--- src/rtl/icg_ctrl_pkg.sv ---
// icg_ctrl_pkg
// Types and helpers shared by the ICG enable controller and its idle counter:
//   - icg_state_t : controller state encoding (2 bits)
//   - WAKE_CNT_W  : width of the wake-settle counter
//   - sat_inc32   : 32-bit saturating increment (used by the gated-cycle stats)
package icg_ctrl_pkg;

    typedef enum logic [1:0] {
        RUN   = 2'd0,
        COUNT = 2'd1,
        OFF   = 2'd2,
        WAKE  = 2'd3
    } icg_state_t;

    localparam int WAKE_CNT_W = 4;

    function automatic logic [31:0] sat_inc32(input logic [31:0] val);
        return (val == 32'hFFFF_FFFF) ? val : val + 32'd1;
    endfunction

endpackage

--- src/rtl/icg_enable_ctrl_idle_counter.sv ---
// icg_idle_counter
// Idle-cycle counter for the ICG enable controller. Clear has priority over
// increment; tc flags that the count has reached IDLE_CYCLES-1, i.e. the
// current cycle is the last idle cycle before gating.
// Ports:
//   clk, rst : free-running clock, async active-high reset
//   clr      : clear count to zero
//   inc      : increment count
//   tc       : terminal count (count == IDLE_CYCLES-1)
module icg_idle_counter #(
    parameter int IDLE_CYCLES = 16,
    parameter int CNT_W       = 5
) (
    input  logic clk,
    input  logic rst,
    input  logic clr,
    input  logic inc,
    output logic tc
);

    localparam logic [CNT_W-1:0] TC_VAL = CNT_W'(IDLE_CYCLES - 1);

    logic [CNT_W-1:0] cnt;

    always_ff @(posedge clk or posedge rst) begin
        if (rst) begin
            cnt <= '0;
        end else if (clr) begin
            cnt <= '0;
        end else if (inc) begin
            cnt <= cnt + CNT_W'(1);
        end
    end

    assign tc = (cnt == TC_VAL);

endmodule

--- src/rtl/icg_enable_ctrl.sv ---
// icg_enable_ctrl
// Enable-side controller for an integrated clock gate. Runs on the ungated
// clock, drops E after IDLE_CYCLES quiet cycles, and restores it on a
// WAKE_REQ/WAKE_ACK handshake. TE follows SCAN_EN combinationally.
// Optional build macro ICG_CTRL_STATS_EN adds GATED_CNT, a saturating count
// of cycles spent gated.
// Ports:
//   CLK, RST  : free-running clock, async active-high reset
//   BUSY      : domain has work in flight (blocks/aborts gating)
//   WAKE_REQ  : level wake request, held until WAKE_ACK
//   SCAN_EN   : scan mode, freezes state and forces E
//   FORCE_ON  : software override, keeps E=1
//   E, TE     : ICG enable / test enable
//   WAKE_ACK  : one-cycle pulse, gated clock running
//   GATED     : 1 while in OFF
//   GATED_CNT : (ICG_CTRL_STATS_EN only) cycles with GATED=1
//
// state | meaning
// RUN   | clock running, idle counter clear
// COUNT | clock running, counting quiet cycles toward gating
// OFF   | clock gated (E=0)
// WAKE  | E restored, waiting WAKE_CYCLES for the gated clock to settle
module icg_enable_ctrl
    import icg_ctrl_pkg::*;
#(
    parameter int IDLE_CYCLES = 16,
    parameter int WAKE_CYCLES = 2,
    parameter int CNT_W       = 5
) (
    input  logic        CLK,
    input  logic        RST,
    input  logic        BUSY,
    input  logic        WAKE_REQ,
    input  logic        SCAN_EN,
    input  logic        FORCE_ON,
    output logic        E,
    output logic        TE,
    output logic        WAKE_ACK,
    output logic        GATED
`ifdef ICG_CTRL_STATS_EN
   ,output logic [31:0] GATED_CNT
`endif
);

    localparam logic [WAKE_CNT_W-1:0] WAKE_LAST = WAKE_CNT_W'(WAKE_CYCLES - 1);

    icg_state_t            state;
    logic [WAKE_CNT_W-1:0] wake_cnt;
    logic                  ack_suppress;
    logic                  ack_done;
    logic                  quiet;
    logic                  idle_tc;
    logic                  idle_clr;
    logic                  idle_inc;

    assign quiet = !BUSY && !WAKE_REQ && !FORCE_ON;
    assign TE    = SCAN_EN;

    // The RUN cycle counts as the first idle cycle, so a quiet RUN with the
    // counter at IDLE_CYCLES-1 (only possible for IDLE_CYCLES=1) gates at once.
    always_comb begin
        idle_clr = 1'b0;
        idle_inc = 1'b0;
        if (!SCAN_EN) begin
            if ((state == RUN || state == COUNT) && quiet && !idle_tc) begin
                idle_inc = 1'b1;
            end else begin
                idle_clr = 1'b1;
            end
        end
    end

    icg_idle_counter #(
        .IDLE_CYCLES (IDLE_CYCLES),
        .CNT_W       (CNT_W)
    ) u_idle_counter (
        .clk (CLK),
        .rst (RST),
        .clr (idle_clr),
        .inc (idle_inc),
        .tc  (idle_tc)
    );

    always_ff @(posedge CLK or posedge RST) begin
        if (RST) begin
            state        <= RUN;
            E            <= 1'b1;
            WAKE_ACK     <= 1'b0;
            GATED        <= 1'b0;
            wake_cnt     <= '0;
            ack_suppress <= 1'b0;
            ack_done     <= 1'b0;
        end else if (SCAN_EN) begin
            // State frozen; clock forced through the functional path as well.
            E        <= 1'b1;
            WAKE_ACK <= 1'b0;
        end else begin
            E        <= 1'b1;
            GATED    <= 1'b0;
            WAKE_ACK <= 1'b0;
            // A request must drop for a cycle before it can be acked again.
            if (!WAKE_REQ) begin
                ack_done <= 1'b0;
            end
            case (state)
                RUN, COUNT: begin
                    if (WAKE_REQ && !ack_done) begin
                        WAKE_ACK <= 1'b1;
                        ack_done <= 1'b1;
                    end
                    if (!quiet) begin
                        state <= RUN;
                    end else if (idle_tc) begin
                        state <= OFF;
                        E     <= 1'b0;
                        GATED <= 1'b1;
                    end else begin
                        state <= COUNT;
                    end
                end
                OFF: begin
                    if (!quiet) begin
                        state        <= WAKE;
                        wake_cnt     <= '0;
                        // BUSY alone is a protocol error: wake silently.
                        ack_suppress <= !WAKE_REQ && !FORCE_ON;
                    end else begin
                        E     <= 1'b0;
                        GATED <= 1'b1;
                    end
                end
                WAKE: begin
                    if (wake_cnt == WAKE_LAST) begin
                        state <= RUN;
                        if (!ack_suppress && !ack_done) begin
                            WAKE_ACK <= 1'b1;
                            ack_done <= 1'b1;
                        end
                    end else begin
                        wake_cnt <= wake_cnt + WAKE_CNT_W'(1);
                    end
                end
                default: state <= RUN;
            endcase
        end
    end

`ifdef ICG_CTRL_STATS_EN
    always_ff @(posedge CLK or posedge RST) begin
        if (RST) begin
            GATED_CNT <= '0;
        end else if (!SCAN_EN && GATED) begin
            GATED_CNT <= sat_inc32(GATED_CNT);
        end
    end
`endif

endmodule

--- config.mk ---
export PLATFORM = sky130hd
export DESIGN_NAME = icg_enable_ctrl
export DESIGN_NICKNAME = d
export VERILOG_FILES = /design/src/rtl/icg_ctrl_pkg.sv /design/src/rtl/icg_enable_ctrl_idle_counter.sv /design/src/rtl/icg_enable_ctrl.sv
export SDC_FILE = /design/constraint.sdc
export NUM_CORES = 1
export LEC_CHECK = 0
export CAP_MARGIN = 30
export CORE_MARGIN = 4
export CORE_UTILIZATION = 50
export DETAILED_ROUTE_END_ITERATION = 7
export PLACE_DENSITY = 0.84
export SYNTH_ARGS = -nofsm -noshare
export SYNTH_HDL_FRONTEND = slang
export SYNTH_HIERARCHICAL = 1
export SYNTH_SLANG_ARGS = --single-unit
--- constraint.sdc ---
create_clock -name CLK -period 2.6 [get_ports CLK]
set_clock_uncertainty 0.05 [all_clocks]
set_input_delay 0.39 -clock CLK [delete_from_list [all_inputs] [get_ports CLK]]
set_output_delay 0.39 -clock CLK [all_outputs]
set_load 0.01 [all_outputs]
# Yosys cells after proc, flatten, opt, wreduce, memory -nomap -nowiden
# Index checks and enable logic that the tools add are counted.
# W data, S select, Z words.
dict set report word_totals {
  in_bits 6
  output_inout_bits 4
  elab_cells 74
  register_bits 16
}
dict set report op_classes {
  reduce_logical 21
  n_addsub 2
  n_mux 33
  n_bitwise 2
  eq_ne 8
}
# op n
set ops {}
lappend ops {{$mux W1} 19}
lappend ops {{$mux W5} 2}
lappend ops {{$mux W2} 4}
lappend ops {{$mux W4} 2}
lappend ops {{$pmux W1 S2} 4}
lappend ops {{$pmux W4 S2} 1}
lappend ops {{$logic_and A1 B1 Y1} 7}
lappend ops {{$logic_not A1 Y1} 6}
lappend ops {{$ne A2 B2 Y1 const B} 3}
lappend ops {{$pmux W2 S3} 1}
lappend ops {{$reduce_and A3 Y1} 2}
lappend ops {{$add A5 B1 Y5 const B} 1}
lappend ops {{$eq A5 B4 Y1 const B} 1}
lappend ops {{$add A4 B1 Y4 const B} 1}
lappend ops {{$eq A2 B2 Y1 const B} 2}
lappend ops {{$eq A4 B1 Y1 const B} 1}
lappend ops {{$reduce_and A4 Y1} 1}
lappend ops {{$reduce_bool A2 Y1} 2}
lappend ops {{$eq A2 B1 Y1 const B} 1}
lappend ops {{$logic_not A2 Y1} 1}
lappend ops {{$not A1 Y1} 2}
lappend ops {{$reduce_or A2 Y1} 1}
lappend ops {{$logic_or A1 B1 Y1} 1}

# Longest topological paths before layout
# Gate-level depths: netlist of the first run.
dict set report logic_depth {
  depth_word 9
  mapped_depth 8
  ltp_nobuf 7
}

# By module
# The synthesis of the first run kept the hierarchy.
# mod instances cells_per_inst area_each_um2 seq_area_each_um2
set modules_own_cells {}
lappend modules_own_cells {icg_enable_ctrl 1 67 651.9 276.5}
lappend modules_own_cells {icg_idle_counter 1 24 282.8 125.1}

# Worst setup path after synthesis of the first run
# No wires, ideal clock.
dict set report synth_timing {
  kind {flip-flop to flip-flop}
  start {register u_idle_counter.cnt[0]}
  end {register u_idle_counter.cnt[3]}
  required_ps 2425
  setup_ps 125
  synth_period_minus_slack_ps 1943
  path_slack_ps 657
  path_stages_with_launch 9
  t_arrival_ps 1767
  n_path_buf 1
  cell_sequence {dfrtp_1 -> ha_1 -> and3_1 -> ha_1 -> nor2_1 -> and2_1 -> buf_6 -> nand4_4 -> mux2_4}
}
dict set report synth_via {
  elab_chain_len 6
  word_cells_on_any_way 11
  classes_between {add/sub: 1; eq/ne: 1; mux: 6; reduce/logical: 3}
}
# item line
set synth_rtl {}
lappend synth_rtl {{start: declaration} icg_enable_ctrl_idle_counter.sv:23} ;# logic [CNT_W-1:0] cnt;
lappend synth_rtl {{start signal: assignment} icg_enable_ctrl_idle_counter.sv:31} ;# cnt <= cnt + CNT_W'(1);
lappend synth_rtl {{$eq A5 B4 Y1} icg_enable_ctrl_idle_counter.sv:35} ;# assign tc = (cnt == TC_VAL);
lappend synth_rtl {{named net idle_tc} icg_enable_ctrl.sv:52} ;# logic idle_tc;
lappend synth_rtl {{$logic_not A1 Y1} icg_enable_ctrl.sv:65} ;# if ((state == RUN || state == COUNT) && quiet && !idle_tc) begin
lappend synth_rtl {{$logic_and A1 B1 Y1} icg_enable_ctrl.sv:65}
lappend synth_rtl {{$mux W1} icg_enable_ctrl.sv:65}
lappend synth_rtl {{$mux W1} icg_enable_ctrl.sv:64} ;# if (!SCAN_EN) begin
lappend synth_rtl {{named net idle_inc} icg_enable_ctrl.sv:54} ;# logic idle_inc;
lappend synth_rtl {{$reduce_bool A2 Y1 (no source line)} -}
# The timed path passes the listed nets, and every way through them passes these cells. The select of a mux whose other input is x is not followed.
# A chain may end at the register's enable or synchronous reset.

# Worst setup path in the final report of the first run
dict set report layout_timing {
  start {register u_idle_counter.cnt[0]}
  end {register u_idle_counter.cnt[3]}
}
dict set report layout_via {
  elab_chain_len 6
  word_cells_on_any_way 11
  classes_between {add/sub: 1; eq/ne: 1; mux: 6; reduce/logical: 3}
}
# item line
set layout_rtl {}
lappend layout_rtl {{$eq A5 B4 Y1 *} icg_enable_ctrl_idle_counter.sv:35}
lappend layout_rtl {{named net idle_tc} icg_enable_ctrl.sv:52}
lappend layout_rtl {{$logic_not A1 Y1 *} icg_enable_ctrl.sv:65}
lappend layout_rtl {{$logic_and A1 B1 Y1 *} icg_enable_ctrl.sv:65}
lappend layout_rtl {{$mux W1 *} icg_enable_ctrl.sv:65}
lappend layout_rtl {{$mux W1 *} icg_enable_ctrl.sv:64}
lappend layout_rtl {{named net idle_clr} icg_enable_ctrl.sv:53} ;# logic idle_clr;
lappend layout_rtl {{$mux W5 or $reduce_bool A2 Y1 (tied branches)} -}
# The timed path passes the listed nets; every way through them passes the cells marked *. The select of a mux whose other input is x is not followed.

==> run_results.csv, run 1 <==
group,metric,value,unit
run_status,status,"complete, no violations",
sta,rsz0062_at_grt,"no",
clock_network,path_clk_slew,0.11,ns
drt,drcViolationCount,0,
cells_and_area,stdcell_count,127,
worst_setup_path,cp.arrival,2.30,ns
placed_design,gp_congestion,0.769,
sta,min_period,2.18,ns
sta,setup_violations,0,
floorplanning,die-area,2630,um2
yosys,synth_warnings,6,
min_path,worstHoldPathType,"in -> async",
cells_and_area,area_growth,14.7,%
floorplanning,core,1750,um2
worst_setup_path,rr_startpoint,"u_idle_counter/cnt[0]",
power_and_ir_drop,p_leak,0.476,nW
worst_setup_path,required,2.72,ns
yosys,synth_largest_area_cell,"dfrtp_1",
cells_and_area,diodes,0,
clock_network,postCtsHoldBufs,0,
placed_design,place_hpwl,1320,um
yosys,ys.flop_type,"dfrtp_1",
sta,final_max_slew_viol_count,0,
floorplanning,die_x,51.2,um
clock_network,clock_latency,0.29,ns
floorplanning,dieHeight,51.2,um
drt,wirelength,1830,um
cells_and_area,layout_common_cells,"dfrtp_1, clkdlybuf4s50_1, inv_1, nor2_1, a21oi_1",
clock_network,cts.root.buffer_cell,"clkbuf_4",
flow_run,maxCapViolations,0,
drt,viasPerCell,5.63,
yosys,syn-num-nets,101,
sta,fin_setup_tns,0,ns
yosys,synthArstFlopShare,1.00,
sta,worst_pin_slew,0.472,ns
global_route,gr-total-overflow,0,
cells_and_area,final_common_cell,"dfrtp_1",
placed_design,post-place-cells,123,
sta,hold_viol,0,
floorplanning,num_rows,15,
cells_and_area,fill_cells,154,
sta,post-route-period-util,0.839,
yosys,syn_inst,91,
yosys,synth_top_cells_by_area,"dfrtp_1, ha_1, inv_1, nor2_1, dfstp_2",
yosys,synth_top_cell_area_share,0.402,
cells_and_area,nNetsFinal,113,
drt,wl_per_cell,14.4,um
drt,vias,715,
worst_setup_path,worstSetupPathType,"reg -> reg",
floorplanning,ios,10,
cells_and_area,drive_gt1_frac,0.167,
global_route,grt_max_degree,12,
power_and_ir_drop,finalPower,0.473,mW
clock_network,cts_buffers,3,
sta,fmax,0.459,GHz
worst_setup_path,critPathMaxFanout,6,
placed_design,portBuffers,9,
yosys,synth_area,935,um2
placed_design,post-place-ws,0.382,ns
cells_and_area,final_util,0.614,
drt,final_antenna_net_count,0,
global_route,grt_first_pass_wirelength,3310,um
global_route,grt_usage,0.172,
worst_setup_path,reg2regPathDepth,7,
drt,first_pass_iters,4,
yosys,seq_area_frac_synth,0.430,
yosys,synth_cell_types,43,
worst_setup_path,critPathLaunchType,"register",
worst_setup_path,cp-end-kind,"register",
worst_setup_path,rrSetupSlack,0.42,ns
cells_and_area,stdcell_area,1070,um2
yosys,synth_edf_count,0,
clock_network,cts_resized,0,
power_and_ir_drop,peakVddDrop,0.328,mV
yosys,yosys_register_bits,16,
global_route,grt_pass1_vias,748,
placed_design,placed_cell_area,1040,um2
clock_network,h-tree-depth,1,
worst_setup_path,regToRegEndpoint,"u_idle_counter/cnt[3]",
drt,drt_iter0_markers,12,
sta,relSlewSlack,0.685,
clock_network,post_cts_buffers,0,
global_route,grt_antenna_before_repair,0,
power_and_ir_drop,powerDensity,441,nW/um2
clock_network,cts_tree,"built",
sta,post-route-worst-setup-slack,0.419,ns
floorplanning,start_util,0.535,
yosys,synth_area_per_cell,10.3,um2
sta,finalHoldWorstSlack,0.257,ns
clock_network,cts_buffer_depth,2,
clock_network,cts_sinks,16,
[registers in the layout, summed over array words and instances, names as in the netlist]
name,flops
ack_suppress,1
E,1
state,2
ack_done,1
WAKE_ACK,1
u_idle_counter/cnt,5
GATED,1
wake_cnt,4
[worst max-delay path, cell delays in order, from the launching register on]
cell	delay (ns)
dfrtp_1	0.45
ha_1	0.22
and3_1	0.17
ha_1	0.20
nor2_1	0.07
a21oi_1	0.43
and2b_1	0.24
mux2_4	0.25
[cells by family (layout without fill, tap and decap cells)]
logic type | Yosys count | after routing | share of synthesized area
simple gates | 34 | 34 | 0.253
compound gates | 21 | 21 | 0.147
flops | 16 | 16 | 0.430
buf+inv | 12 | 23 | 0.0696
fa+ha+maj | 4 | 4 | 0.0535
mux | 3 | 3 | 0.0375
xor+xnor | 1 | 1 | 0.00937
[per-layer routing]
metal,wire length [um],share of wire,track usage
met5,0,0,0
met4,22,0.012,0.0786
met3,64,0.035,0.0408
met2,898,0.49,0.285
met1,844,0.46,0.210
[final cells by class]
class	count	area, um2	area share
Clock buffer	4	36.3	0.0338
Inverter	8	30.0	0.0280
Multi-Input combinational cell	63	468	0.436
Sequential cell	16	402	0.375
Tap cell	25	31.3	0.0292
Timing Repair Buffer	11	105	0.0980
[worst max path at each step]
| stage | from | endpoint | slack, ns |
|---|---|---|---|
| 3_5_place_dp | WAKE_REQ | u_idle_counter/cnt[1] | 0.38 |
| 6_report | u_idle_counter/cnt[0] | u_idle_counter/cnt[3] | 0.42 |
| 5_1_grt | u_idle_counter/cnt[0] | u_idle_counter/cnt[3] | 0.31 |
| 4_1_cts | u_idle_counter/cnt[0] | u_idle_counter/cnt[3] | 0.43 |
| 2_1_floorplan | u_idle_counter/cnt[0] | u_idle_counter/cnt[3] | 0.66 |
| 3_3_place_gp | WAKE_REQ | u_idle_counter/cnt[1] | 0.42 |
[synth_stat cells (all sizes together) (3+ instances only)]
| cell | number |
|---|---|
| dfrtp | 15 |
| inv | 8 |
| nor2 | 8 |
| a21oi | 5 |
| o21ai | 5 |
| buf | 4 |
| ha | 4 |
| nand3 | 3 |
| nor4 | 3 |
[report_power, final]
group	internal (mW)	leakage, nW	total, mW	switching [mW]
Clock	0.0852	0.0210	0.166	0.0803
Combinational	0.0228	0.245	0.0490	0.0262
Sequential	0.254	0.211	0.258	0.00450
Total	0.362	0.476	0.473	0.111
No activity file was read; power rests on OpenSTA's default activity.
==> inputs of run 2 (changes only) <==
--- a/config.mk
+++ b/config.mk
@@ -7,9 +7,9 @@
 export LEC_CHECK = 0
 export CAP_MARGIN = 30
 export CORE_MARGIN = 4
-export CORE_UTILIZATION = 50
+export CORE_UTILIZATION = 49
 export DETAILED_ROUTE_END_ITERATION = 7
-export PLACE_DENSITY = 0.84
+export PLACE_DENSITY = 0.85
 export SYNTH_ARGS = -nofsm -noshare
 export SYNTH_HDL_FRONTEND = slang
 export SYNTH_HIERARCHICAL = 1
==> constraint.sdc (replaced) <==
create_clock -name CLK -period 1.8 [get_ports CLK]
set_clock_uncertainty 0.05 [all_clocks]
set_input_delay 0.27 -clock CLK [delete_from_list [all_inputs] [get_ports CLK]]
set_output_delay 0.27 -clock CLK [all_outputs]
set_load 0.01 [all_outputs]
==> run 2 against run 1 <==
Effect of this change:
- via count up 10%
- global-route usage down 0.61 points
- cell count up 8.7%
- register-to-register slack worse by 0.35 ns
- setup slack worse by 0.35 ns
- count of clock-buffer cells in the layout unchanged
- largest power group unchanged
- utilization up 6.7 points
- wire length up 5.0%
- combinational power up 82%
- maximum frequency up 26%
==> run_results.csv, run 2 (synthesized netlist as in run 1, its figures left out) <==
group,metric,value,unit
floorplanning,core,1760,um2
floorplanning,dieHeight,51.7,um
global_route,grt_use_met2,0.275,
power_and_ir_drop,p_leak,0.533,nW
cells_and_area,area_growth,28.6,%
cells_and_area,diodes,0,
drt,wirelength,1920,um
placed_design,portBuffers,9,
floorplanning,die-area,2670,um2
global_route,use_met1,0.204,
drt,viasPerCell,5.70,
run_status,status,"complete, no violations",
global_route,grt_first_pass_wirelength,3290,um
sta,min_period,1.73,ns
power_and_ir_drop,peakVddDrop,0.350,mV
power_and_ir_drop,powerDensity,546,nW/um2
cells_and_area,fill_cells,151,
drt,first_pass_iters,4,
worst_setup_path,cp-end-kind,"register",
clock_network,cts.root.buffer_cell,"clkbuf_4",
sta,setup_violations,0,
worst_setup_path,required,1.92,ns
worst_setup_path,critPathLaunchType,"register",
global_route,gr-total-overflow,0,
min_path,worstHoldPathType,"in -> async",
power_and_ir_drop,seqPwrFrac,0.566,
floorplanning,start_util,0.530,
cells_and_area,drive_gt1_frac,0.310,
worst_setup_path,cp.arrival,1.85,ns
sta,rsz0062_at_grt,"yes",
power_and_ir_drop,power.net_switching,0.158,mW
global_route,grt_max_degree,12,
worst_setup_path,worstSetupPathType,"reg -> reg",
clock_network,path_clk_slew,0.08,ns
sta,relSlewSlack,0.671,
power_and_ir_drop,finalPower,0.656,mW
cells_and_area,top_regs,"u_idle_counter/cnt (5), wake_cnt (4), state (2)",
power_and_ir_drop,intPower,0.498,mW
floorplanning,die_x,51.7,um
power_and_ir_drop,combPwrFrac,0.136,
drt,wl_per_cell,13.9,um
cells_and_area,layout_common_cells,"dfrtp_1, buf_4, clkdlybuf4s50_1",
drt,drt_iter0_markers,23,
sta,worst_pin_slew,0.489,ns
drt,vias,787,
clock_network,cts_tree,"built",
flow_run,maxCapViolations,0,
sta,post-route-period-util,0.962,
drt,drcViolationCount,0,
floorplanning,num_rows,15,
clock_network,cts_buffers,3,
clock_network,clock_latency,0.29,ns
cells_and_area,largest_reg_flops,5,
cells_and_area,stdcell_count,138,
global_route,busiest_layer,"met2",
worst_setup_path,critPathMaxFanout,3,
cells_and_area,final_common_cell,"dfrtp_1",
clock_network,cts_buffer_depth,2,
clock_network,postCtsHoldBufs,0,
placed_design,gp_congestion,0.815,
global_route,grt_usage,0.166,
global_route,met3_usage,0.0458,
cells_and_area,regMostFlops,"u_idle_counter/cnt",
clock_network,cts_sinks,16,
power_and_ir_drop,pwr-share-clk,0.298,
floorplanning,ios,10,
sta,final_max_slew_viol_count,0,
global_route,grt_antenna_before_repair,0,
cells_and_area,nNetsFinal,124,
placed_design,place_hpwl,1440,um
sta,fin_setup_tns,0,ns
sta,hold_viol,0,
power_and_ir_drop,swShare,0.241,
global_route,grt_pass1_vias,762,
sta,fmax,0.577,GHz
placed_design,post-place-cells,133,
clock_network,h-tree-depth,1,
drt,final_antenna_net_count,0,
-- run 2: cell count changes in the layout (fill, tap and decap cells not counted), sizes merged --
cell,change
buf,+11
-- run 2: final timing paths --
path / startpoint / to / slack (ns) / cells after the start
max: u_idle_counter/cnt[0] / u_idle_counter/cnt[3] / 0.07 / 7
min: RST / u_idle_counter/cnt[0] / 0.16 / 2
max reg2reg: u_idle_counter/cnt[0] / u_idle_counter/cnt[3] / 0.07 / 7
min reg2reg: GATED / GATED / 0.42 / 2
max in group asynchronous: RST / E / 1.13 / 2
min in group CLK: GATED / GATED / 0.42 / 2
-- run 2: power by group through the flow --
| stage | sequential [mW] | combinational [mW] | clock [mW] |
|---|---|---|---|
| detailed placement | 0.379 | 0.0875 | 0 |
| global placement | 0.378 | 0.0847 | 0 |
| CTS | 0.372 | 0.0886 | 0.208 |
| finish | 0.372 | 0.0893 | 0.196 |
| floorplan | 0.379 | 0.0435 | 0 |
| global route | 0.373 | 0.0981 | 0.227 |
-- run 2: critical path: stages (launching register included) --
cell,delay (ns)
dfrtp_1,0.37
ha_2,0.20
and3_4,0.18
ha_4,0.14
nor2_4,0.04
a21oi_2,0.18
and2b_1,0.21
mux2_4,0.25
-- run 2: final cells by class --
type | instances | area, um2 | area share
tap | 25 | 31.3 | 0.0260
sequential | 16 | 402 | 0.334
clock buffer | 4 | 26.3 | 0.0219
multi-input combinational | 63 | 513 | 0.427
timing repair buffer | 22 | 200 | 0.166
inverter | 8 | 30.0 | 0.0250
-- run 2: stage by stage --
stage / hold WS, ns / area, um2 / worst slack [ns] / util
floorplan: -0.00148 / 968 / -0.0190 / -
global placement: 0.399 / 1160 / -0.0824 / 0.656
detailed placement: 0.407 / 1160 / -0.161 / 0.656
CTS: 0.149 / 1180 / 0.0310 / 0.671
global route: 0.157 / 1200 / -0.0146 / 0.682
finish: 0.160 / 1200 / 0.0682 / 0.682
-- run 2: what timing repair did --
| item | in CTS | in global routing |
|---|---|---|
| endpoints found under the setup margin | 0 | 4 |
| buffers inserted | 0 | 1 |
| gates resized for setup | 0 | 2 |
-- run 2: routing by layer --
metal  share of wire  vias to the layer above
li1                -                      372
met1            0.44                      390
met2            0.51                       23
met3           0.052                        2
met4          0.0047                        0
met5               0                        -
==> inputs of run 3 (changes only) <==
--- a/config.mk
+++ b/config.mk
@@ -5,11 +5,13 @@
 export SDC_FILE = /design/constraint.sdc
 export NUM_CORES = 1
 export LEC_CHECK = 0
-export CAP_MARGIN = 30
+export CAP_MARGIN = 20
 export CORE_MARGIN = 4
 export CORE_UTILIZATION = 49
 export DETAILED_ROUTE_END_ITERATION = 7
 export PLACE_DENSITY = 0.85
+export RECOVER_POWER = 50
+export SLEW_MARGIN = 10
 export SYNTH_ARGS = -nofsm -noshare
 export SYNTH_HDL_FRONTEND = slang
 export SYNTH_HIERARCHICAL = 1
==> run 3 against run 2 <==
Effect of this change:
- global-route usage did not move
- final area unchanged
- critical endpoint unchanged
- first-iteration DRC count unchanged
- utilization unchanged
- count of clock-buffer cells in the layout unchanged
- die area stayed put
- critical path type unchanged
==> run_results.csv, run 3 (synthesized netlist as in run 1, its figures left out) <==
group,metric,value,unit
floorplanning,core,1760,um2
clock_network,cts_buffers,3,
cells_and_area,area_growth,28.6,%
global_route,grt_use_met2,0.275,
worst_setup_path,critPathMaxFanout,3,
sta,rsz0062_at_grt,"yes",
power_and_ir_drop,p_leak,0.536,nW
worst_setup_path,worstSetupPathType,"reg -> reg",
floorplanning,dieHeight,51.7,um
power_and_ir_drop,peakVddDrop,0.347,mV
drt,viasPerCell,5.70,
clock_network,h-tree-depth,1,
global_route,gr-total-overflow,0,
floorplanning,num_rows,15,
sta,final_max_slew_viol_count,0,
floorplanning,die_x,51.7,um
cells_and_area,nNetsFinal,124,
placed_design,post-place-ws,-0.161,ns
flow_run,maxCapViolations,0,
min_path,worstHoldPathType,"in -> async",
sta,fin_setup_tns,0,ns
clock_network,cts_sinks,16,
drt,vias,786,
cells_and_area,largest_reg_flops,5,
sta,hold_viol,0,
drt,wl_per_cell,14.0,um
clock_network,path_clk_slew,0.08,ns
worst_setup_path,required,1.92,ns
cells_and_area,top_regs,"u_idle_counter/cnt (5), wake_cnt (4), state (2)",
cells_and_area,final_common_cell,"dfrtp_1",
drt,drt_iter0_markers,23,
sta,setup_violations,0,
global_route,grt_pass1_vias,762,
drt,drcViolationCount,0,
floorplanning,start_util,0.530,
cells_and_area,drive_gt1_frac,0.301,
placed_design,portBuffers,9,
global_route,grt_antenna_before_repair,0,
global_route,use_met1,0.204,
placed_design,gp_congestion,0.815,
worst_setup_path,cp.arrival,1.85,ns
cells_and_area,layout_common_cells,"dfrtp_1, buf_4, inv_1, clkdlybuf4s50_1, nor2_1",
global_route,grt_max_degree,12,
placed_design,place_hpwl,1440,um
floorplanning,die-area,2670,um2
sta,post-route-worst-setup-slack,0.0713,ns
cells_and_area,regMostFlops,"u_idle_counter/cnt",
drt,final_antenna_net_count,0,
run_status,status,"complete, no violations",
sta,worst_pin_slew,0.480,ns
worst_setup_path,cp-end-kind,"register",
floorplanning,ios,10,
sta,relSlewSlack,0.677,
power_and_ir_drop,powerDensity,546,nW/um2
global_route,busiest_layer,"met2",
global_route,grt_usage,0.166,
worst_setup_path,critPathLaunchType,"register",
sta,fmax,0.578,GHz
clock_network,cts.root.buffer_cell,"clkbuf_4",
drt,first_pass_iters,4,
sta,min_period,1.73,ns
clock_network,cts_tree,"built",
cells_and_area,diodes,0,
clock_network,cts_buffer_depth,2,
clock_network,clock_latency,0.29,ns
sta,post-route-period-util,0.960,
global_route,met3_usage,0.0458,
global_route,grt_first_pass_wirelength,3290,um
drt,wirelength,1930,um
## run 3: changes by cell type in the layout (fill, tap and decap cells not counted)
cell and delta:
dlygate4sd3_1 +1, and4bb_1 +1, clkdlybuf4s50_1 -1, and4bb_2 -1
## run 3: final cells by class
type                       count  area, um2
clock buffer                   4       26.3
fill                         151        562
inverter                       8       30.0
multi-input combinational     63        513
sequential                    16        402
tap                           25       31.3
timing repair buffer          22        200
## run 3: per-stage QoR
step	hold slack (ns)	cell area [um2]	power [mW]	cells	util
after detailed placement	0.407	1160	0.466	133	0.656
after global placement	0.399	1160	0.463	133	0.656
after CTS	0.149	1180	0.668	137	0.671
final	0.293	1200	0.656	138	0.682
after global routing	0.289	1200	0.697	138	0.682
after floorplan	-0.00148	968	0.422	91	-
## run 3: where the power goes
part           total (mW)  internal, mW  switching (mW)  leakage [nW]
Combinational      0.0887        0.0450          0.0437         0.310
Sequential          0.372         0.366         0.00513         0.211
Clock               0.196        0.0860           0.110        0.0150
Total               0.656         0.497           0.159         0.536
## run 3: worst max-delay path, stage by stage (launching register included)
cell and delay [ns]:
dfrtp_1 0.37, ha_2 0.20, and3_4 0.18, ha_4 0.14, nor2_4 0.04, a21oi_2 0.18, and2b_1 0.21, mux2_4 0.25
## run 3: repair_timing
action                     CTS  global route
setup endpoints to repair    0             4
gates resized for setup      0             2
hold endpoints to repair     0             0
buffers inserted             0             1
hold buffers                 0             0
## run 3: final timing paths
| check | from | cells after the start | slack (ns) | end |
|---|---|---|---|---|
| max | u_idle_counter/cnt[0] | 7 | 0.07 | u_idle_counter/cnt[3] |
| min | RST | 2 | 0.29 | u_idle_counter/cnt[0] |
| max reg2reg | u_idle_counter/cnt[0] | 7 | 0.07 | u_idle_counter/cnt[3] |
| min reg2reg | GATED | 2 | 0.42 | GATED |
| max in group asynchronous | RST | 2 | 1.00 | E |
| min in group CLK | GATED | 2 | 0.42 | GATED |
## run 3: per-layer routing
metal | share of wire | up-vias
met4 | 0.0047 | 0
met3 | 0.040 | 2
met5 | 0 | -
met1 | 0.45 | 397
li1 | - | 371
met2 | 0.50 | 16
